[src/rtl/pipe_pkg.sv]
// pipe_pkg: scoreboard entry type, zero-register number and select-width helper
package pipe_pkg;
    localparam int XZR = 31;
    localparam int RD_MAXW = 8;
    typedef struct packed {
        logic               valid;
        logic [RD_MAXW-1:0] rd;
        logic               regwrite;
        logic               is_load;
    } sb_entry_t;
    function automatic int clog2(input int n);
        int r = 0;
        for (int v = n - 1; v > 0; v >>= 1) r++;
        return r;
    endfunction
endpackage

[src/rtl/sb_match.sv]
// sb_match: per-stage RAW match vector and youngest-match forward select for one source operand
module sb_match
    import pipe_pkg::*;
#(
    parameter int STAGES   = 3,
    parameter int REG_AW   = 5,
    parameter int ZERO_REG = XZR,
    parameter int SW       = 2,
    parameter bit FWD      = 1'b0
) (
    input  sb_entry_t [STAGES-1:0] ent,
    input  logic [REG_AW-1:0]      src,
    input  logic                   used,
    output logic [STAGES-1:0]      match,
    output logic [SW-1:0]          sel
);
    logic live;
    assign live = used && src != REG_AW'(ZERO_REG);
    genvar g;
    generate
        for (g = 0; g < STAGES; g++) begin : g_m
            assign match[g] = live && ent[g].valid && ent[g].regwrite && ent[g].rd == RD_MAXW'(src);
        end
    endgenerate
    // Scan oldest to youngest so the lowest matching stage wins; writeback is excluded
    always_comb begin
        sel = '0;
        for (int i = STAGES - 2; i >= 0; i--)
            if (FWD && match[i]) sel = SW'(i + 1);
    end
endmodule

[src/rtl/pipe_scoreboard.sv]
// pipe_scoreboard: RAW stall, branch flush and forwarding control; PIPE_SCOREBOARD_FWD_EN enables forwarding
module pipe_scoreboard
    import pipe_pkg::*;
#(
    parameter int STAGES   = 3,
    parameter int REG_AW   = 5,
    parameter int ZERO_REG = XZR,
    parameter int BR_STAGE = 1,
    parameter int CNT_W    = 16
) (
    input  logic                           clk,
    input  logic                           reset,
    input  logic                           id_valid,
    input  logic [REG_AW-1:0]              id_rn,
    input  logic [REG_AW-1:0]              id_rm,
    input  logic                           id_rn_used,
    input  logic                           id_rm_used,
    input  logic [REG_AW-1:0]              id_rd,
    input  logic                           id_regwrite,
    input  logic                           id_is_load,
    input  logic                           br_taken,
    output logic                           stall,
    output logic                           issue,
    output logic                           flush,
    output logic [clog2(STAGES+1)-1:0]     fwd_rn_sel,
    output logic [clog2(STAGES+1)-1:0]     fwd_rm_sel,
    output logic [STAGES-1:0]              stage_valid,
    output logic [clog2(STAGES+1)-1:0]     inflight,
    output logic [CNT_W-1:0]               stall_cycles
);
    localparam int FW = clog2(STAGES + 1);
`ifdef PIPE_SCOREBOARD_FWD_EN
    localparam bit FWD = 1'b1;
`else
    localparam bit FWD = 1'b0;
`endif
    // With forwarding only a load in EX can stall; otherwise anything short of writeback does
    localparam logic [STAGES-1:0] HZ_STAGES = FWD ? STAGES'(1) : {1'b0, {(STAGES-1){1'b1}}};
    sb_entry_t [STAGES-1:0] pipe, nxt;
    sb_entry_t              dec;
    logic [STAGES-1:0]      rn_match, rm_match, ld;
    logic                   hazard;
    sb_match #(.STAGES(STAGES), .REG_AW(REG_AW), .ZERO_REG(ZERO_REG), .SW(FW), .FWD(FWD)) u_rn (
        .ent(pipe), .src(id_rn), .used(id_rn_used), .match(rn_match), .sel(fwd_rn_sel)
    );
    sb_match #(.STAGES(STAGES), .REG_AW(REG_AW), .ZERO_REG(ZERO_REG), .SW(FW), .FWD(FWD)) u_rm (
        .ent(pipe), .src(id_rm), .used(id_rm_used), .match(rm_match), .sel(fwd_rm_sel)
    );
    always_comb begin
        for (int i = 0; i < STAGES; i++) begin
            ld[i]          = FWD ? pipe[i].is_load : 1'b1;
            stage_valid[i] = pipe[i].valid;
        end
        inflight = FW'($countones(stage_valid));
        hazard   = |((rn_match | rm_match) & HZ_STAGES & ld);
        flush    = br_taken;
        stall    = hazard && id_valid && !br_taken;
        issue    = id_valid && !stall && !br_taken;
        dec      = '{valid: 1'b1, rd: RD_MAXW'(id_rd),
                     regwrite: id_regwrite && id_rd != REG_AW'(ZERO_REG), is_load: id_is_load};
        nxt[0]   = issue ? dec : '0;
        for (int i = 1; i < STAGES; i++) begin
            nxt[i]       = pipe[i-1];
            nxt[i].valid = pipe[i-1].valid && !(br_taken && i <= BR_STAGE);
        end
    end
    always_ff @(posedge clk or negedge reset) begin
        if (!reset) begin
            pipe         <= '0;
            stall_cycles <= '0;
        end else begin
            pipe <= nxt;
            if (stall && stall_cycles != '1) stall_cycles <= stall_cycles + CNT_W'(1);
        end
    end
endmodule

[config.mk]
export PLATFORM = sky130hd
export DESIGN_NAME = pipe_scoreboard
export DESIGN_NICKNAME = d
export VERILOG_FILES = /design/src/rtl/pipe_pkg.sv /design/src/rtl/sb_match.sv /design/src/rtl/pipe_scoreboard.sv
export SDC_FILE = /design/constraint.sdc
export NUM_CORES = 1
export LEC_CHECK = 0
export ABC_CLOCK_PERIOD_IN_PS = 3800
export CORE_UTILIZATION = 50
export DETAILED_ROUTE_END_ITERATION = 8
export PLACE_DENSITY = 0.83
export SKIP_LAST_GASP = 1
export SLEW_MARGIN = 20
export SYNTH_ARGS = -nofsm -noshare
export SYNTH_HDL_FRONTEND = slang
export SYNTH_SLANG_ARGS = --single-unit
[constraint.sdc]
create_clock -name clk -period 3.8 [get_ports clk]
set_clock_uncertainty 0.15 [all_clocks]
set_input_delay 1.14 -clock clk [delete_from_list [all_inputs] [get_ports clk]]
set_output_delay 1.14 -clock clk [all_outputs]
set_load 0.01 [all_outputs]
# After elaboration in Yosys (flattened, before gate mapping)

Cells that the tools add are included.

Input port bits: 23
Output and inout port bits: 28
Register bits: 37
Logic and storage cells: 45

Reduce and logical (&&, ||, !) cells: 24
Add/subtract/negate cells: 3
Mux-type cells: 1
Bitwise operators: 1
Equality and inequality tests: 8

Operators by type and width:

| cell                                                             | number |
|---|---|
| 8-bit by 5-bit == test with 1-bit output                         | 4 |
| 1-bit logical AND                                                | 21 |
| 16-bit by 1-bit adder with 16-bit output (second input constant) | 1 |
| 16-bit inequality test (second input constant)                   | 1 |
| 5-bit inequality test (second input constant)                    | 3 |
| 11-bit 2-to-1 mux                                                | 1 |
| 1-bit by 1-bit adder with 2-bit output                           | 1 |
| 2-bit by 1-bit adder with 2-bit output                           | 1 |
| 1-bit zero test                                                  | 2 |
| 2-bit OR                                                         | 1 |
| 2-bit OR reduction                                               | 1 |

# Depth between registers and ports, before layout

Word-level depth: 13
Mapped depth: 8

# Hierarchy

Synthesis repeated with hierarchy kept, for this count alone.

Cell total of the unflattened synthesis: 183
Area total of the unflattened synthesis: 2082.0 µm²

Modules (own cells, without submodules):

| module          | instances | area each (µm²) | cells each | sequential area each (µm²) |
|---|---|---|---|---|
| pipe_scoreboard | 1         | 1581.5          | 117        | 1001.0 |
| sb_match        | 2         | 250.2           | 33         | 0.0 |

# Worst setup path after synthesis

OpenSTA, ideal clock, no wires.

Kind: in2out
From: in id_rn[4]
To: out stall
Slack: 0.321 ns
Arrival: 2.189 ns
Buffers on the path: 1
Stages on the path: 7
Data required time: 2.510 ns
Path through: xor2_1 -> nor3_1 -> nand3_1 -> o22ai_1 -> a32oi_1 -> buf_2 -> nor2_1

Longest elaborated chain between the ends: 9
Elaborated cells on any way between the ends: 14
Those cells by class: eq/ne: 3; bitwise: 1; reduce/logical: 10

Ends and longest elaborated chain:

| item                               | line                  | text |
|---|---|---|
| start, declared                    | pipe_scoreboard.sv:14 | `input logic [REG_AW-1:0] id_rn,` |
| 5-bit inequality test              | sb_match.sv:18        | `assign live = used && src != REG_AW'(ZERO_REG);` |
| 1-bit logical AND                  | sb_match.sv:18        |  |
| 1-bit logical AND (3 in a row)     | sb_match.sv:22        | `assign match[g] = live && ent[g].valid && ent[g].regwrite && ent[g].rd == RD_MAXW'(src);` |
| 2-bit OR (*)                       | pipe_scoreboard.sv:55 | `hazard = \|((rn_match \| rm_match) & HZ_STAGES & ld);` |
| 2-bit OR reduction (*)             | pipe_scoreboard.sv:55 |  |
| 1-bit logical AND (*) (2 in a row) | pipe_scoreboard.sv:57 | `stall = hazard && id_valid && !br_taken;` |
| end, declared                      | pipe_scoreboard.sv:22 | `output logic stall,` |

Every way passes the cells marked *; elsewhere a longest branch is shown, timed or not.

# Final worst setup path

From: in id_rm[2]
To: out issue

Longest elaborated chain between the ends: 12
Elaborated cells on any way between the ends: 17
Those cells by class: eq/ne: 3; bitwise: 1; reduce/logical: 13

Ends and longest elaborated chain:

| item                               | line                  | text |
|---|---|---|
| start, declared                    | pipe_scoreboard.sv:15 | `input logic [REG_AW-1:0] id_rm,` |
| 5-bit inequality test              | sb_match.sv:18        |  |
| 1-bit logical AND                  | sb_match.sv:18        |  |
| 1-bit logical AND (3 in a row)     | sb_match.sv:22        |  |
| 2-bit OR (*)                       | pipe_scoreboard.sv:55 |  |
| 2-bit OR reduction (*)             | pipe_scoreboard.sv:55 |  |
| 1-bit logical AND (*) (2 in a row) | pipe_scoreboard.sv:57 |  |
| 1-bit zero test (*)                | pipe_scoreboard.sv:58 | `issue = id_valid && !stall && !br_taken;` |
| 1-bit logical AND (*) (2 in a row) | pipe_scoreboard.sv:58 |  |
| end, declared                      | pipe_scoreboard.sv:23 | `output logic issue,` |

Marks and branches as above.

==> reports/results.tsv <==
stage	metric	value	unit
cells_and_area	commonest cells after routing, fill and taps aside	clkdlybuf4s50_1 (33), dfrtp_1 (31), xor2_1 (26)	
floorplanning	full die area	3510	um^2
clocking	H-tree levels	2	
run	MaxCap Viol Count	0	
drt	final wirelength	3640	um
timing	Final Hold Viols	0	
cells_and_area	fillers	224	
critical_path	critical path class	input port to output pin	
drt	wire per inst	14.4	um
synth	EDFF count, synth	0	
critical_path	CP endpoint kind	output pin	
pwr	logic gate share of total power	12.4	%
placement	dpl cells	242	
synth	number of synthesized register bits	31	
placement	GP Congestion	0.974	
timing	final worst-path cycle share	98.2	%
pwr	clock power share	38.4	%
critical_path	CP max stage cell	clkdlybuf4s15_1	
placement	DP HPWL	2640	um
pwr	Total Power	0.000697	W
floorplanning	core area	3080	um^2
critical_path	Critical Path AT	2440	ps
synth	Most used DFF post-synth	dfrtp_1	
floorplanning	# rows	20	
clocking	Clock Latency Late Sink	330	ps
timing	post-layout minimum cycle time	3730	ps
drt	Iteration-0 DRC Markers	44	
pwr	sequential share of power	49.1	%
synth	Mapped Area	1640	um^2
floorplanning	I/O pin total	51	
pwr	Int Power	0.000538	W
critical_path	R2R Setup Slk	1400	ps
critical_path	Max FO, Critical Path	3	
floorplanning	Initial Util	53.2	%
clocking	CTS Hold Bufs	0	
synth	Post-Syn Area per Cell	11.1	um^2
clocking	cts bufs inserted	5	
drt	drt drc	0	
grt	vias in the first global route	1355	
grt	largest net degree at the start of global routing	32	
synth	Synth async-reset ratio	100	%
critical_path	CP required	2510	ps
cells_and_area	Area Growth Syn to Fin	39.6	%
floorplanning	Die Span Y	59.2	um
grt	grt ovf	0	
status	status	completed	
cells_and_area	Nets	232	
critical_path	critical-path cell list	clkdlybuf4s15_1 -> xor2_1 -> nor3_1 -> nand3_1 -> o22ai_2 -> a32oi_2 -> and2_4 -> buf_2	
cells_and_area	share of layout cells above drive strength 1	20.2	%
synth	Seq/Total Area, Yosys	47.4	%
pwr	Power Dens Cells	305	nW/um^2
timing	worst hold slack	234	ps
worst_hold_path	Worst Hold Class	flop to flop	
timing	FMAX	268	MHz
pwr	VDD IR max	0.000254	V
timing	actual slew at the worst max-slew pin	689	ps
grt	first-pass GRT wire length	6070	um
pwr	switching share of power	22.8	%
grt	initial antenna violation count	0	
synth	post-synthesis cell type count	32	
timing	Setup violations, final	0	
cells_and_area	most common cell after layout, fill and taps aside	clkdlybuf4s50_1	
clocking	clock root buffer	clkbuf_4	
timing	setup TNS	0	ps
timing	Max-slew headroom	53.7	%
grt	gr usage total	23.8	%
cells_and_area	Core Util, Final	74.3	%
clocking	CTS tree	yes	
critical_path	Setup crit start kind	input port	
drt	Vias	1323	
synth	yosys warns	0	
timing	unrepaired setup endpoints after global routing	no	
timing	Slew Viols, Final	0	
placement	IO buf count	45	
clocking	clk sink count	31	
critical_path	max incr delay on CP	230	ps
cells_and_area	Antenna diodes	0	
clocking	clock tree buffer depth	2	
drt	DRT antenna net count	0	
drt	first-pass detailed-route iteration total	4	
clocking	Worst-path clk slew	90	ps
drt	Avg Vias per Cell	5.25	
pwr	static leakage	1.10	nW
cells_and_area	fin cells	252	
floorplanning	die width	59.2	um
synth	Cells after Synth	148	
pwr	NetSw	0.000159	W
logic make-up after synthesis:
logic type,share of synthesized area [%]
AND/OR/NAND/NOR,22.9
XOR/XNOR,18.2
flip-flops,47.4
AO/OA/AOI/OAI,4.05
buffers and inverters,3.97
other,0.229
multiplexers,1.30
adder cells (fa/ha/maj),1.99
registers in the layout (all words and copies together) (netlist names):
register      cells
nxt              12
stall_cycles     16
stage_valid       3
area by class of cell:
class | instances | area [um^2] | share of cell area, %
multi-input cells | 111 | 856 | 37.4
flip-flops and latches | 31 | 776 | 33.9
repair buffers | 57 | 510 | 22.3
well taps | 44 | 55.1 | 2.41
clock buffers | 6 | 51.3 | 2.24
clock inverters | 2 | 35.0 | 1.53
inverters | 1 | 3.75 | 0.164
synthesized netlist by cell type (all sizes together) (2+ instances only):
cell	n	area (um^2)
and2	2	12.5
o21ai	2	10.0
and3	8	50.1
nand3	14	75.1
o22ai	2	12.5
buf	8	61.3
nor4	3	55.1
nand2	6	22.5
xor2	26	228
nand4	3	18.8
nor3	15	75.1
nor2b	2	12.5
xnor2	8	70.1
dfrtp	31	776
nor2	5	18.8
metrics by stage:
| step | area, um^2 | worst slack, ps |
|---|---|---|
| after CTS | 2300 | 8.77 |
| after detailed placement | 2170 | -727 |
| final | 2290 | 69.8 |
| after global placement | 2170 | -675 |
| after global routing | 2290 | 1.62 |
| after floorplan | 1650 | 321 |
critical path: cells and delay by family:
kind | cells | cell delay, ps
AND/OR/NAND/NOR | 3 | 480
buffers and inverters | 2 | 360
AO/OA/AOI/OAI | 2 | 290
XOR/XNOR | 1 | 170
final timing paths:
kind / from / to / cells after the start
setup reg to reg: nxt[25] / stall_cycles[1] / 9
hold / removal: nxt[12] / nxt[23] / 0
max in group asynchronous: reset / nxt[13] / 2
hold reg to reg: nxt[12] / nxt[23] / 0
min in group asynchronous: reset / nxt[14] / 2
setup / recovery: id_rm[2] / issue / 8
power groups by stage:
stage                     sequential [W]  clock [W]  combinational [W]
after floorplan                 0.000349          0          0.0000341
after global placement          0.000349          0          0.0000821
after detailed placement        0.000349          0          0.0000845
after CTS                       0.000343   0.000273          0.0000866
after global routing            0.000344   0.000290          0.0000943
final                           0.000343   0.000268          0.0000866
per-layer routing:
layer  up-vias  part of all wire [%]  GRT usage (%)  wire length [um]
met5         -                     0              0                 0
met4         0                   1.9           8.84                68
met3        10                   5.6           6.55               205
met2        49                    53           41.9              1920
met1       634                    40           27.3              1450
li1        630                     -              -                 -
timing repair:
item | 4_1_cts | 5_1_grt
hold endpoints to repair | 0 | 0
pin swaps | 7 | 12
gates resized for setup | 33 | 9
setup endpoints to repair | 2 | 2
buffers inserted | 2 | 0
Power figures use the tool's default switching activity.
